**src/rtl/servo_pwm_decoder.sv**
```systemverilog
// servo_pwm_decoder
// Measures the high time of a hobby-servo PWM pulse train in microseconds,
// range-checks each pulse and flags loss of signal.
// Optional build macro: PWM_DEC_FILTER_EN adds a 4-clock glitch filter
// after the input synchronizer. Edges are delayed by 3 clocks, equally on
// rise and fall, so measured widths are unaffected.
//
// state     | meaning
// ----------+-----------------------------------------------------------
// SYNC      | after reset or stuck-high timeout; wait for a low line
// WAIT_RISE | line low, waiting for the first rising edge of a frame
// HIGH      | pulse in progress, timebase counting the high time
// LOW       | pulse measured, waiting for the next frame's rising edge
module servo_pwm_decoder #(
  parameter int CLK_PER_US = 50,
  parameter int MIN_US     = 500,
  parameter int MAX_US     = 2500,
  parameter int TIMEOUT_US = 25000
) (
  input  logic        clk,
  input  logic        rst,
  input  logic        pwm_in,
  output logic [11:0] width_us,
  output logic        valid,
  output logic        range_err,
  output logic        lost
);

  localparam int              PW        = (CLK_PER_US > 1) ? $clog2(CLK_PER_US) : 1;
  localparam logic [PW-1:0]   PRE_MAX   = PW'(CLK_PER_US - 1);
  localparam logic [16:0]     MIN_W     = 17'(MIN_US);
  localparam logic [16:0]     MAX_W     = 17'(MAX_US);
  localparam logic [15:0]     TIMEOUT_C = 16'(TIMEOUT_US);
`ifdef PWM_DEC_FILTER_EN
  localparam logic [2:0]      SETTLE    = 3'd6;
`else
  localparam logic [2:0]      SETTLE    = 3'd3;
`endif

  typedef enum logic [1:0] {
    SYNC      = 2'd0,
    WAIT_RISE = 2'd1,
    HIGH      = 2'd2,
    LOW       = 2'd3
  } state_t;

  state_t        state, state_nxt;
  logic          sync_q1, sync_q2;
  logic          rise, fall, lvl_now;
  logic [2:0]    settle_cnt;
  logic          armed;
  logic [PW-1:0] presc;
  logic [15:0]   us_cnt;
  logic [16:0]   width_meas;
  logic          in_range;
  logic          timeout;
  logic [11:0]   width_nxt;
  logic          valid_nxt, range_nxt, lost_nxt;

  // Two-flop synchronizer for the asynchronous servo input
  always_ff @(posedge clk or posedge rst) begin
    if (rst) begin
      sync_q1 <= 1'b0;
      sync_q2 <= 1'b0;
    end else begin
      sync_q1 <= pwm_in;
      sync_q2 <= sync_q1;
    end
  end

`ifdef PWM_DEC_FILTER_EN
  logic [2:0] hist;
  logic       filt_lvl;
  logic       chg;

  // A new level is accepted once it has been seen on 4 consecutive clocks
  assign chg     = (sync_q2 != filt_lvl) && (hist == {3{sync_q2}});
  assign rise    = chg & sync_q2;
  assign fall    = chg & ~sync_q2;
  assign lvl_now = chg ? sync_q2 : filt_lvl;

  // Sample history and filtered level
  always_ff @(posedge clk or posedge rst) begin
    if (rst) begin
      hist     <= 3'b000;
      filt_lvl <= 1'b0;
    end else begin
      hist <= {hist[1:0], sync_q2};
      if (chg) filt_lvl <= sync_q2;
    end
  end
`else
  logic sync_prev;

  assign rise    = sync_q2 & ~sync_prev;
  assign fall    = ~sync_q2 & sync_prev;
  assign lvl_now = sync_q2;

  // Previous synchronized level for edge detection
  always_ff @(posedge clk or posedge rst) begin
    if (rst) sync_prev <= 1'b0;
    else     sync_prev <= sync_q2;
  end
`endif

  // The input pipeline reads 0 straight out of reset regardless of pwm_in,
  // so SYNC must not trust the level until the pipeline has refilled;
  // otherwise a pulse already in progress would look like a fresh rise.
  assign armed = (settle_cnt == SETTLE);

  // Post-reset settle counter, saturating
  always_ff @(posedge clk or posedge rst) begin
    if (rst)         settle_cnt <= 3'd0;
    else if (!armed) settle_cnt <= settle_cnt + 3'd1;
  end

  // Microsecond timebase, restarted by every detected rising edge
  always_ff @(posedge clk or posedge rst) begin
    if (rst) begin
      presc  <= '0;
      us_cnt <= 16'd0;
    end else if (rise) begin
      presc  <= '0;
      us_cnt <= 16'd0;
    end else if (presc == PRE_MAX) begin
      presc <= '0;
      if (us_cnt != 16'hFFFF) us_cnt <= us_cnt + 16'd1;
    end else begin
      presc <= presc + PW'(1);
    end
  end

  // On the fall cycle the counters hold high_cycles-1 clocks; the current
  // cycle completes another microsecond exactly when the prescaler sits at
  // its last count, which gives an exact floor(high_cycles / CLK_PER_US).
  assign width_meas = {1'b0, us_cnt} + ((presc == PRE_MAX) ? 17'd1 : 17'd0);
  assign in_range   = (width_meas >= MIN_W) && (width_meas <= MAX_W);
  assign timeout    = (us_cnt == TIMEOUT_C);

  // FSM state register
  always_ff @(posedge clk or posedge rst) begin
    if (rst) state <= SYNC;
    else     state <= state_nxt;
  end

  // Next state and next output values; a rise always beats a timeout
  always_comb begin
    state_nxt = state;
    width_nxt = width_us;
    valid_nxt = 1'b0;
    range_nxt = range_err;
    lost_nxt  = lost;
    case (state)
      SYNC: begin
        if (armed && !lvl_now) state_nxt = WAIT_RISE;
      end
      WAIT_RISE: begin
        if (rise) state_nxt = HIGH;
      end
      HIGH: begin
        if (fall) begin
          state_nxt = LOW;
          if (in_range) begin
            width_nxt = width_meas[11:0];
            valid_nxt = 1'b1;
            range_nxt = 1'b0;
            lost_nxt  = 1'b0;
          end else begin
            range_nxt = 1'b1;
          end
        end else if (timeout) begin
          lost_nxt  = 1'b1;
          state_nxt = SYNC;
        end
      end
      LOW: begin
        if (rise) begin
          state_nxt = HIGH;
        end else if (timeout) begin
          lost_nxt  = 1'b1;
          state_nxt = WAIT_RISE;
        end
      end
      default: state_nxt = SYNC;
    endcase
  end

  // Registered outputs
  always_ff @(posedge clk or posedge rst) begin
    if (rst) begin
      width_us  <= 12'd0;
      valid     <= 1'b0;
      range_err <= 1'b0;
      lost      <= 1'b1;
    end else begin
      width_us  <= width_nxt;
      valid     <= valid_nxt;
      range_err <= range_nxt;
      lost      <= lost_nxt;
    end
  end

endmodule

```
**config.mk**
```make
export PLATFORM = sky130hd
export DESIGN_NAME = servo_pwm_decoder
export DESIGN_NICKNAME = d
export VERILOG_FILES = /design/src/rtl/servo_pwm_decoder.sv
export SDC_FILE = /design/constraint.sdc
export NUM_CORES = 1
export LEC_CHECK = 0
export BUFFER_PORTS_ARGS = -buffer_cell sky130_fd_sc_hd__buf_2
export CORE_MARGIN = 5
export CORE_UTILIZATION = 54
export DETAILED_ROUTE_END_ITERATION = 10
export PLACE_DENSITY = 0.76
export SYNTH_ARGS = -nofsm -noshare
export SYNTH_HDL_FRONTEND = slang
export SYNTH_SLANG_ARGS = --single-unit
```
**constraint.sdc**
```tcl
create_clock -name clk -period 3.5 [get_ports clk]
set_clock_uncertainty 0.2 [all_clocks]
set_input_delay 0.35 -clock clk [delete_from_list [all_inputs] [get_ports clk]]
set_output_delay 0.35 -clock clk [all_outputs]
set_load 0.1 [all_outputs]
```
==> impl_results.md, run 1 <==
- Status: finished, final reports clean
- Synth async-reset ratio: 1.000
- CTS tree: yes
- DRC viols: 0
- Final net count: 289
- Total CTS buffers: 5
- Largest area contributor in the netlist: dfrtp_1
- Worst r2r src: presc[1]
- CP Max Fanout: 7
- I/O pins: 18
- Area of the multi-input gates: 1386 µm²
- Clk_lat worst skew: 300 ps
- Layout cells sized above 1: 0.2437
- Final Cycle Share: 0.9652
- Synthesized area: 2556 µm²
- FMAX: 296.0 MHz
- Initial antenna violation count: 0
- Ys flop type: dfrtp_1
- Post-synth top cells: dfrtp_1 (44), nor2_1 (29), nand2_1 (18), xnor2_1 (15), nor3_1 (14)
- Detailed Place HPWL: 3566 µm
- H-tree depth: 2
- Worst setup SP type: flip-flop
- DR vias/cell: 5.889
- Slew Limit Fails: 0
- Crit path max-delay family: compound AO/OA/AOI/OAI gates
- Sequential cell area: 1127 µm²
- Cells after Synth: 256
- Power density over cell area: 400.2 nW/µm²
- Vias in the first global route: 1919
- Most area-consuming cells after synthesis: dfrtp_1 (43%), xnor2_1 (5.1%), nor2_1 (4.3%)
- Root Driver: clkbuf_8
- Clock sinks: 45
- First-pass GRT wire length: 8845 µm
- Largest net degree at the start of global routing: 46
- Die Span Y: 78.80 µm
- Site Rows: 25
- Vias after detailed routing: 1961
- Die area: 6209 µm²
- Worst vdd ir: 0.3545 mV
- Top-area cell type share of the netlist area: 0.4307
- GRT overflow: 0
- Avg Cell Area, Syn: 9.985 µm²
- Setup WS post-layout: 121.9 ps
- Mean routed wirelength per cell: 16.26 µm
- Final wirelength: 5415 µm
- Most used cell, CP: ha_4
- Worst path cell trace: inv_1 > ha_1 > nand4_1 > inv_2 > ha_4 > ha_4 > nand3_4 > or4_4 > a22oi_2 > o31ai_4 > a311oi_4 > o211a_4 > mux2_2
- Slowest CP cell: or4_4
- Area delta synth->final: 14.93%
- Slew headroom: 0.3993
- Largest stage delay on the critical path: 450 ps
- Hold Crit Class: input port to async pin
- LEAKAGE: 1.287 nW
- Die Width: 78.80 µm
- Number of synthesized register bits: 45
- Total track usage: 0.1829
- Core ar.: 4661 µm²
- Max Cap Viol: 0
- Worst-margin pin slew: 901.0 ps
- Hold Vio Cnt, Final: 0
- Post-route minimum period: 3378 ps
- Critical Path AT: 3370 ps
- TNS Setup: 0 ps
- First-pass detailed-route iteration total: 4
- Net Count, Synth: 267
- Fin util: 0.6303
- Worst Path Buf+Inv: 2
- Setup Slack @ Placement: -87.00 ps
- Maximum root-to-sink buffer count: 2
- Distinct cell type count after synthesis: 52
- Most common cell in the netlist: dfrtp_1
- Critical path endpoint category: flip-flop
- Filler instances: 364
- Ys Warns: 0
- N_diodes: 0
- Iteration-0 DRC Markers: 135
- Post-synth EDFFs: 0
- Starting Density: 0.5485
- Final Setup Violations: 0
- Quantity of I/O buffers inserted on ports: 17
- Critical path origin: presc[1]
- Clk slew on worst S/H paths: 80 ps
- DRT antenna net count: 0
- RSZ-0062 raised after global routing: true
- CP Class: flip-flop to flip-flop
- Sequential element share of the synthesized area: 0.4410
- GPL Wtd Cong: 0.9323
- CP Data Required Time: 3490 ps
-- sequential cells by signal, summed over array words and instances, names as in the netlist --
signal and cells:
lvl_now 1, us_cnt 16, sync_q1 1, state 2, sync_prev 1, valid 1, width_us 12, settle_cnt 3
lost 1, presc 6, range_err 1
-- worst register-to-register path: cells and delay by family, from the launching register on --
family | cells | cell delay (ps)
flip-flops | 1 | 400
AND/OR/NAND/NOR | 3 | 680
buffers and inverters | 2 | 160
multiplexers | 1 | 350
AO/OA/AOI/OAI | 4 | 990
adder cells (fa/ha/maj) | 3 | 500
-- power by group --
group	leakage, nW	internal (mW)	switching (mW)
Sequential	0.587	0.547	0.0451
Clock	0.0681	0.283	0.173
Combinational	0.632	0.0558	0.0713
Total	1.29	0.886	0.289
-- kinds of logic after synthesis --
family          share of synthesized area
buf+inv                           0.05580
xor+xnor                          0.09251
compound gates                    0.09154
flops                              0.4410
fa+ha+maj                         0.03916
mux                               0.07342
simple gates                       0.2066
-- area by class of cell --
class                   instances  area share
flip-flops and latches         45      0.3837
clock buffers                   5     0.02342
well taps                      54     0.02300
multi-input cells             187      0.4719
clock inverters                 3     0.02215
inverters                       9     0.01150
repair buffers                 30     0.06431
-- worst paths after layout --
path	cells past startpoint	slack (ps)	endpoint
worst min-delay path	2	30	us_cnt[2]
min in group clk	0	170	lvl_now
worst max-delay path	13	120	width_us[7]
worst max register to register	13	120	width_us[7]
worst min register to register	0	170	lvl_now
max in group asynchronous	2	2500	state[1]
-- layout by cell type (no fill, tap or decap), types with 2 or more instances in the layout --
master / synthesis / final
xnor2_1: 15 / 15
clkbuf_8: 0 / 5
a31oi_1: 2 / 2
nand4_1: 6 / 6
nand3_1: 9 / 9
nor4_1: 4 / 3
nor2_1: 29 / 28
nor2b_1: 2 / 2
nand2b_1: 2 / 2
ha_4: 0 / 2
a21oi_1: 6 / 6
nand2_1: 18 / 18
o211a_4: 1 / 2
mux2i_1: 3 / 3
or3_1: 5 / 5
bufinv_16: 0 / 2
nor3_1: 14 / 14
buf_2: 2 / 17
mux2_2: 6 / 5
buf_4: 6 / 11
ha_1: 8 / 6
o41ai_1: 2 / 2
dfrtp_1: 44 / 44
o21ai_0: 12 / 12
inv_2: 0 / 2
xor2_1: 12 / 12
inv_1: 9 / 7
mux2_4: 6 / 7
-- what timing repair did --
action                                  CTS  global route
pin swaps                                 1             3
endpoints found under the setup margin   11            14
hold endpoints to repair                  1             0
hold buffers                              1             0
setup buffers                             1             3
cloned                                    1             0
gates resized for setup                   3            13
-- metal layers --
layer	global-route usage	vias to the layer above	share of wire
li1	-	939	-
met1	0.2359	950	0.44
met2	0.2869	62	0.48
met3	0.04649	10	0.059
met4	0.08741	0	0.021
met5	0	-	0
-- stage by stage --
step,power [mW],hold WS (ps),instances,cell area [µm²]
after floorplan,0.6790,131.2,256,2556
after global routing,1.234,123.7,333,2938
after CTS,1.167,80.75,330,2843
final,1.176,27.12,333,2938
after detailed placement,0.7091,156.9,319,2660
after global placement,0.7007,134.2,319,2660
(Power assumes the default switching activity.)
==> run 2, diff against run 1 <==
==> constraint.sdc (replaced) <==
create_clock -name clk -period 3.5 [get_ports clk]
set_clock_uncertainty 0.2 [all_clocks]
set_input_delay 0.875 -clock clk [delete_from_list [all_inputs] [get_ports clk]]
set_output_delay 0.875 -clock clk [all_outputs]
set_load 0.1 [all_outputs]
==> impl_results.md, run 2 (synthesis results as in run 1) <==
- Total CTS buffers: 5
- Quantity of I/O buffers inserted on ports: 17
- Worst vdd ir: 0.3538 mV
- Worst path cell trace: inv_1 > ha_1 > nand4_1 > inv_2 > ha_4 > ha_4 > nand3_4 > or4_4 > a22oi_2 > o31ai_4 > a311oi_4 > o211a_4 > mux2_2
- Status: finished, final reports clean
- Worst-margin pin slew: 899.6 ps
- DP Area: 2660 µm²
- Flop pwr share: 0.505
- Clk_lat worst skew: 300 ps
- Total track usage: 0.1822
- H-tree depth: 2
- DR vias/cell: 5.883
- Most common cell after layout, fill and taps aside: dfrtp_1
- Vias after detailed routing: 1953
- Site Rows: 25
- Slowest CP cell: or4_4
- Post-route minimum period: 3369 ps
- RSZ-0062 raised after global routing: true
- Hold Vio Cnt, Final: 0
- Largest registers: us_cnt x16, width_us x12, presc x6
- Max FFs per register: 16
- Net load switching power: 0.2885 mW
- Combinational share of power: 0.108
- Mean routed wirelength per cell: 16.15 µm
- Largest stage delay on the critical path: 450 ps
- Filler instances: 365
- Initial antenna violation count: 0
- Starting Density: 0.5485
- Total power: 1.174 mW
- Core ar.: 4661 µm²
- Critical Path AT: 3360 ps
- DRC viols: 0
- DRT antenna net count: 0
- Final net count: 288
- Clk slew on worst S/H paths: 80 ps
- Maximum root-to-sink buffer count: 2
- Die Width: 78.80 µm
- Die Span Y: 78.80 µm
- Iteration-0 DRC Markers: 154
- GRT overflow: 0
- Most used cell, CP: ha_4
- Final wirelength: 5362 µm
- Sequential cell area: 1127 µm²
- CP Class: flip-flop to flip-flop
- FMAX: 296.8 MHz
- Slew headroom: 0.4003
- Vias in the first global route: 1908
- Power density over cell area: 401.0 nW/µm²
- Critical path endpoint category: flip-flop
- Clock sinks: 45
- GPL Wtd Cong: 0.9323
- Net Sw Frac: 0.2457
- I/O pins: 18
- First-pass GRT wire length: 8804 µm
- First-pass detailed-route iteration total: 4
- Area delta synth->final: 14.54%
- Area of the multi-input gates: 1386 µm²
- CTS tree: yes
- Layout cells sized above 1: 0.2446
- Clock power frac: 0.387
- Final Setup Violations: 0
- Reg with most FFs: us_cnt
- Slew Limit Fails: 0
- Hold Crit Class: flip-flop to flip-flop
- Final Cycle Share: 0.9627
- LEAKAGE: 1.283 nW
- Setup Slack @ Placement: -87.00 ps
- Root Driver: clkbuf_8
- Largest net degree at the start of global routing: 46
- CP Max Fanout: 7
- Detailed Place HPWL: 3566 µm
- Worst setup SP type: flip-flop
- Design area: 2928 µm²
- N_diodes: 0
- Highest-count cells in the layout ignoring fill and taps: dfrtp_1 (44), nor2_1 (28), nand2_1 (18)
- Max Cap Viol: 0
- Die area: 6209 µm²
- Setup WS post-layout: 130.7 ps
- CP Data Required Time: 3490 ps
- Internal power: 0.8856 mW
[run 2: cell count changes in the layout (fill, tap and decap cells not counted), sizes merged]
cell,change
dlygate4sd3,-1
[run 2: per-stage QoR]
| step | setup TNS [ps] | utilization | hold WS (ps) | cells |
|---|---|---|---|---|
| final | 0 | 0.6282 | 168.5 | 332 |
| after global routing | -215.7 | 0.6282 | 189.3 | 332 |
| after CTS | 0 | 0.6078 | 175.8 | 329 |
| after detailed placement | -663.4 | 0.5707 | 156.9 | 319 |
| after global placement | 0 | 0.5707 | 134.2 | 319 |
| after floorplan | 0 | - | 131.2 | 256 |
[run 2: repair_timing]
item	4_1_cts	5_1_grt
buffers inserted	1	3
setup endpoints to repair	11	14
gates resized for setup	3	13
hold buffers	0	0
endpoints found under the hold margin	0	0
pin swaps	1	3
gates cloned	1	0
[run 2: path summary, 6_finish.rpt]
check                                   end  cells after the start  slack (ps)     start
worst max-delay path            width_us[7]                     13         130  presc[1]
worst min-delay path                lvl_now                      0         170   sync_q1
worst max register to register  width_us[7]                     13         130  presc[1]
worst min register to register      lvl_now                      0         170   sync_q1
max in group asynchronous          state[1]                      2        1970       rst
min in group asynchronous         us_cnt[2]                      2         550       rst
[run 2: cell type report]
cell class | count | share of cell area
flip-flops and latches | 45 | 0.3850
repair buffers | 29 | 0.06111
multi-input cells | 187 | 0.4735
inverters | 9 | 0.01154
clock inverters | 3 | 0.02222
well taps | 54 | 0.02308
clock buffers | 5 | 0.02350
[run 2: per-layer routing]
layer	up-vias	global-route usage	routed length, µm
li1	940	-	-
met1	935	0.2352	2368
met2	65	0.2852	2545
met3	13	0.04649	307
met4	0	0.08741	141
met5	-	0	0
[run 2: power by group through the flow]
stage	clock [mW]	sequential [mW]	combinational [mW]
3_5_place_dp	0	0.597	0.113
6_report	0.455	0.593	0.127
3_3_place_gp	0	0.594	0.107
4_1_cts	0.465	0.586	0.114
2_1_floorplan	0	0.584	0.0949
5_1_grt	0.491	0.598	0.144
[run 2: worst max-delay path, delay by kind of cell (launching register included)]
kind	cells	cell delay (ps)
adder cells (fa/ha/maj)	3	500
AO/OA/AOI/OAI	4	990
flip-flops	1	390
multiplexers	1	350
AND/OR/NAND/NOR	3	670
buffers and inverters	2	160
==> run 3, diff against run 2 <==
--- a/config.mk
+++ b/config.mk
@@ -9,7 +9,7 @@
 export CORE_MARGIN = 5
 export CORE_UTILIZATION = 54
 export DETAILED_ROUTE_END_ITERATION = 10
-export PLACE_DENSITY = 0.76
+export PLACE_DENSITY = 0.72
 export SYNTH_ARGS = -nofsm -noshare
 export SYNTH_HDL_FRONTEND = slang
 export SYNTH_SLANG_ARGS = --single-unit
==> impl_results.md, run 3 (synthesis results as in run 1) <==
- Area of the multi-input gates: 1338 µm²
- CTS tree: yes
- Area delta synth->final: 11.06%
- FMAX: 295.0 MHz
- First-pass GRT wire length: 8562 µm
- Slowest CP cell: or4_4
- Max FFs per register: 16
- GR peak layer: met2
- Worst setup SP type: flip-flop
- Post-CTS Hold Fix Bufs: 0
- Fin util: 0.6091
- Setup Slack @ Placement: 84.97 ps
- Die area: 6209 µm²
- Reg with most FFs: us_cnt
- Status: finished, final reports clean
- First-pass detailed-route iteration total: 4
- Clock sinks: 45
- Layout cells sized above 1: 0.2291
- Final wirelength: 5132 µm
- CP Data Required Time: 3480 ps
- DRC viols: 0
- Detailed Place HPWL: 3424 µm
- Slew headroom: 0.3778
- Slew Limit Fails: 0
- Mean routed wirelength per cell: 15.60 µm
- Post-route minimum period: 3390 ps
- H-tree depth: 2
- Hold Crit Class: flip-flop to flip-flop
- Grt met3 use: 0.04535
- Maximum root-to-sink buffer count: 2
- Die Span Y: 78.80 µm
- Clk_lat worst skew: 300 ps
- Total track usage: 0.1742
- DR vias/cell: 5.717
- N_diodes: 0
- Clk slew on worst S/H paths: 80 ps
- Filler instances: 400
- LEAKAGE: 1.252 nW
- Max Cap Viol: 0
- Met1 Track Usage GR: 0.2325
- Min-Delay Path Depth: 0
- Worst vdd ir: 0.3168 mV
- Post-Place Cells: 318
- Worst-margin pin slew: 932.0 ps
- Final net count: 285
- M2 GR Usage: 0.2793
- I/O pins: 18
- Highest-count cells in the layout ignoring fill and taps: dfrtp_1 (44), nor2_1 (28), nand2_1 (18)
- GRT overflow: 0
- CP Class: flip-flop to flip-flop
- Final non-filler cell total: 329
- Core ar.: 4661 µm²
- Site Rows: 25
- Vias in the first global route: 1853
- Most common cell after layout, fill and taps aside: dfrtp_1
- Final Setup Violations: 0
- Sequential cell area: 1127 µm²
- Critical path endpoint category: flip-flop
- Design area: 2839 µm²
- Worst path cell trace: inv_1 > ha_1 > nand4_1 > inv_1 > ha_2 > ha_2 > nand3_2 > or4_4 > a22oi_2 > o31ai_2 > a311oi_4 > o211a_4 > mux2_2
- Critical Path AT: 3370 ps
- Final Cycle Share: 0.9687
- Largest net degree at the start of global routing: 46
- R2r worst-path depth: 13
- Hold Vio Cnt, Final: 0
- Vias after detailed routing: 1881
- Die Width: 78.80 µm
- Initial antenna violation count: 0
- CP Max Fanout: 8
- Quantity of I/O buffers inserted on ports: 17
- Total CTS buffers: 5
- Root Driver: clkbuf_8
- Starting Density: 0.5485
- DP Area: 2653 µm²
- Power density over cell area: 385.5 nW/µm²
- DRT antenna net count: 0
- Largest registers: us_cnt x16, width_us x12, presc x6
- Iteration-0 DRC Markers: 139
- Largest stage delay on the critical path: 460 ps
- GPL Wtd Cong: 0.8727
- Setup WS post-layout: 109.7 ps
run 3: final cells by class:
class                      count  share of cell area
clock inverter                 1             0.01058
inverter                       9             0.01190
sequential                    45              0.3971
tap                           54             0.02380
clock buffer                   7             0.03041
multi-input combinational    187              0.4711
timing repair buffer          26             0.05509
run 3: what timing repair did:
| action | in CTS | in global routing |
|---|---|---|
| setup endpoints to repair | 0 | 11 |
| gates resized for setup | 0 | 10 |
| setup buffers | 0 | 2 |
run 3: critical path: cells and delay by family (launching register included):
kind | cells | cell delay, ps
AO/OA/AOI/OAI | 4 | 980
adder cells (fa/ha/maj) | 3 | 520
buffers and inverters | 2 | 130
flip-flops | 1 | 400
multiplexers | 1 | 350
AND/OR/NAND/NOR | 3 | 700
run 3: worst paths after layout:
kind	from	endpoint	slack, ps
worst max-delay path	presc[1]	width_us[8]	110
worst min-delay path	sync_q1	lvl_now	160
worst max register to register	presc[1]	width_us[8]	110
worst min register to register	sync_q1	lvl_now	160
max in group asynchronous	rst	presc[0]	1940
min in group asynchronous	rst	width_us[6]	580
run 3: per-stage QoR:
stage          hold WS (ps)  setup TNS (ps)  power, mW
5_1_grt               182.5          -326.1      1.158
3_5_place_dp          145.7               0     0.7043
2_1_floorplan         131.2               0     0.6790
4_1_cts               164.3               0      1.108
6_report              158.6               0      1.095
3_3_place_gp          144.1               0     0.7013
run 3: routing by layer:
layer  wire (µm)  part of all wire  vias up
met5           0                 0        -
met4          80             0.016        0
met3         273             0.053        6
met2        2384              0.46       48
met1        2393              0.47      887
li1            -                 -      940
run 3: power by group:
| group | switching (mW) | leakage (nW) | internal, mW |
|---|---|---|---|
| Sequential | 0.0385 | 0.587 | 0.547 |
| Clock | 0.166 | 0.0585 | 0.233 |
| Combinational | 0.0647 | 0.606 | 0.0454 |
| Total | 0.269 | 1.25 | 0.826 |
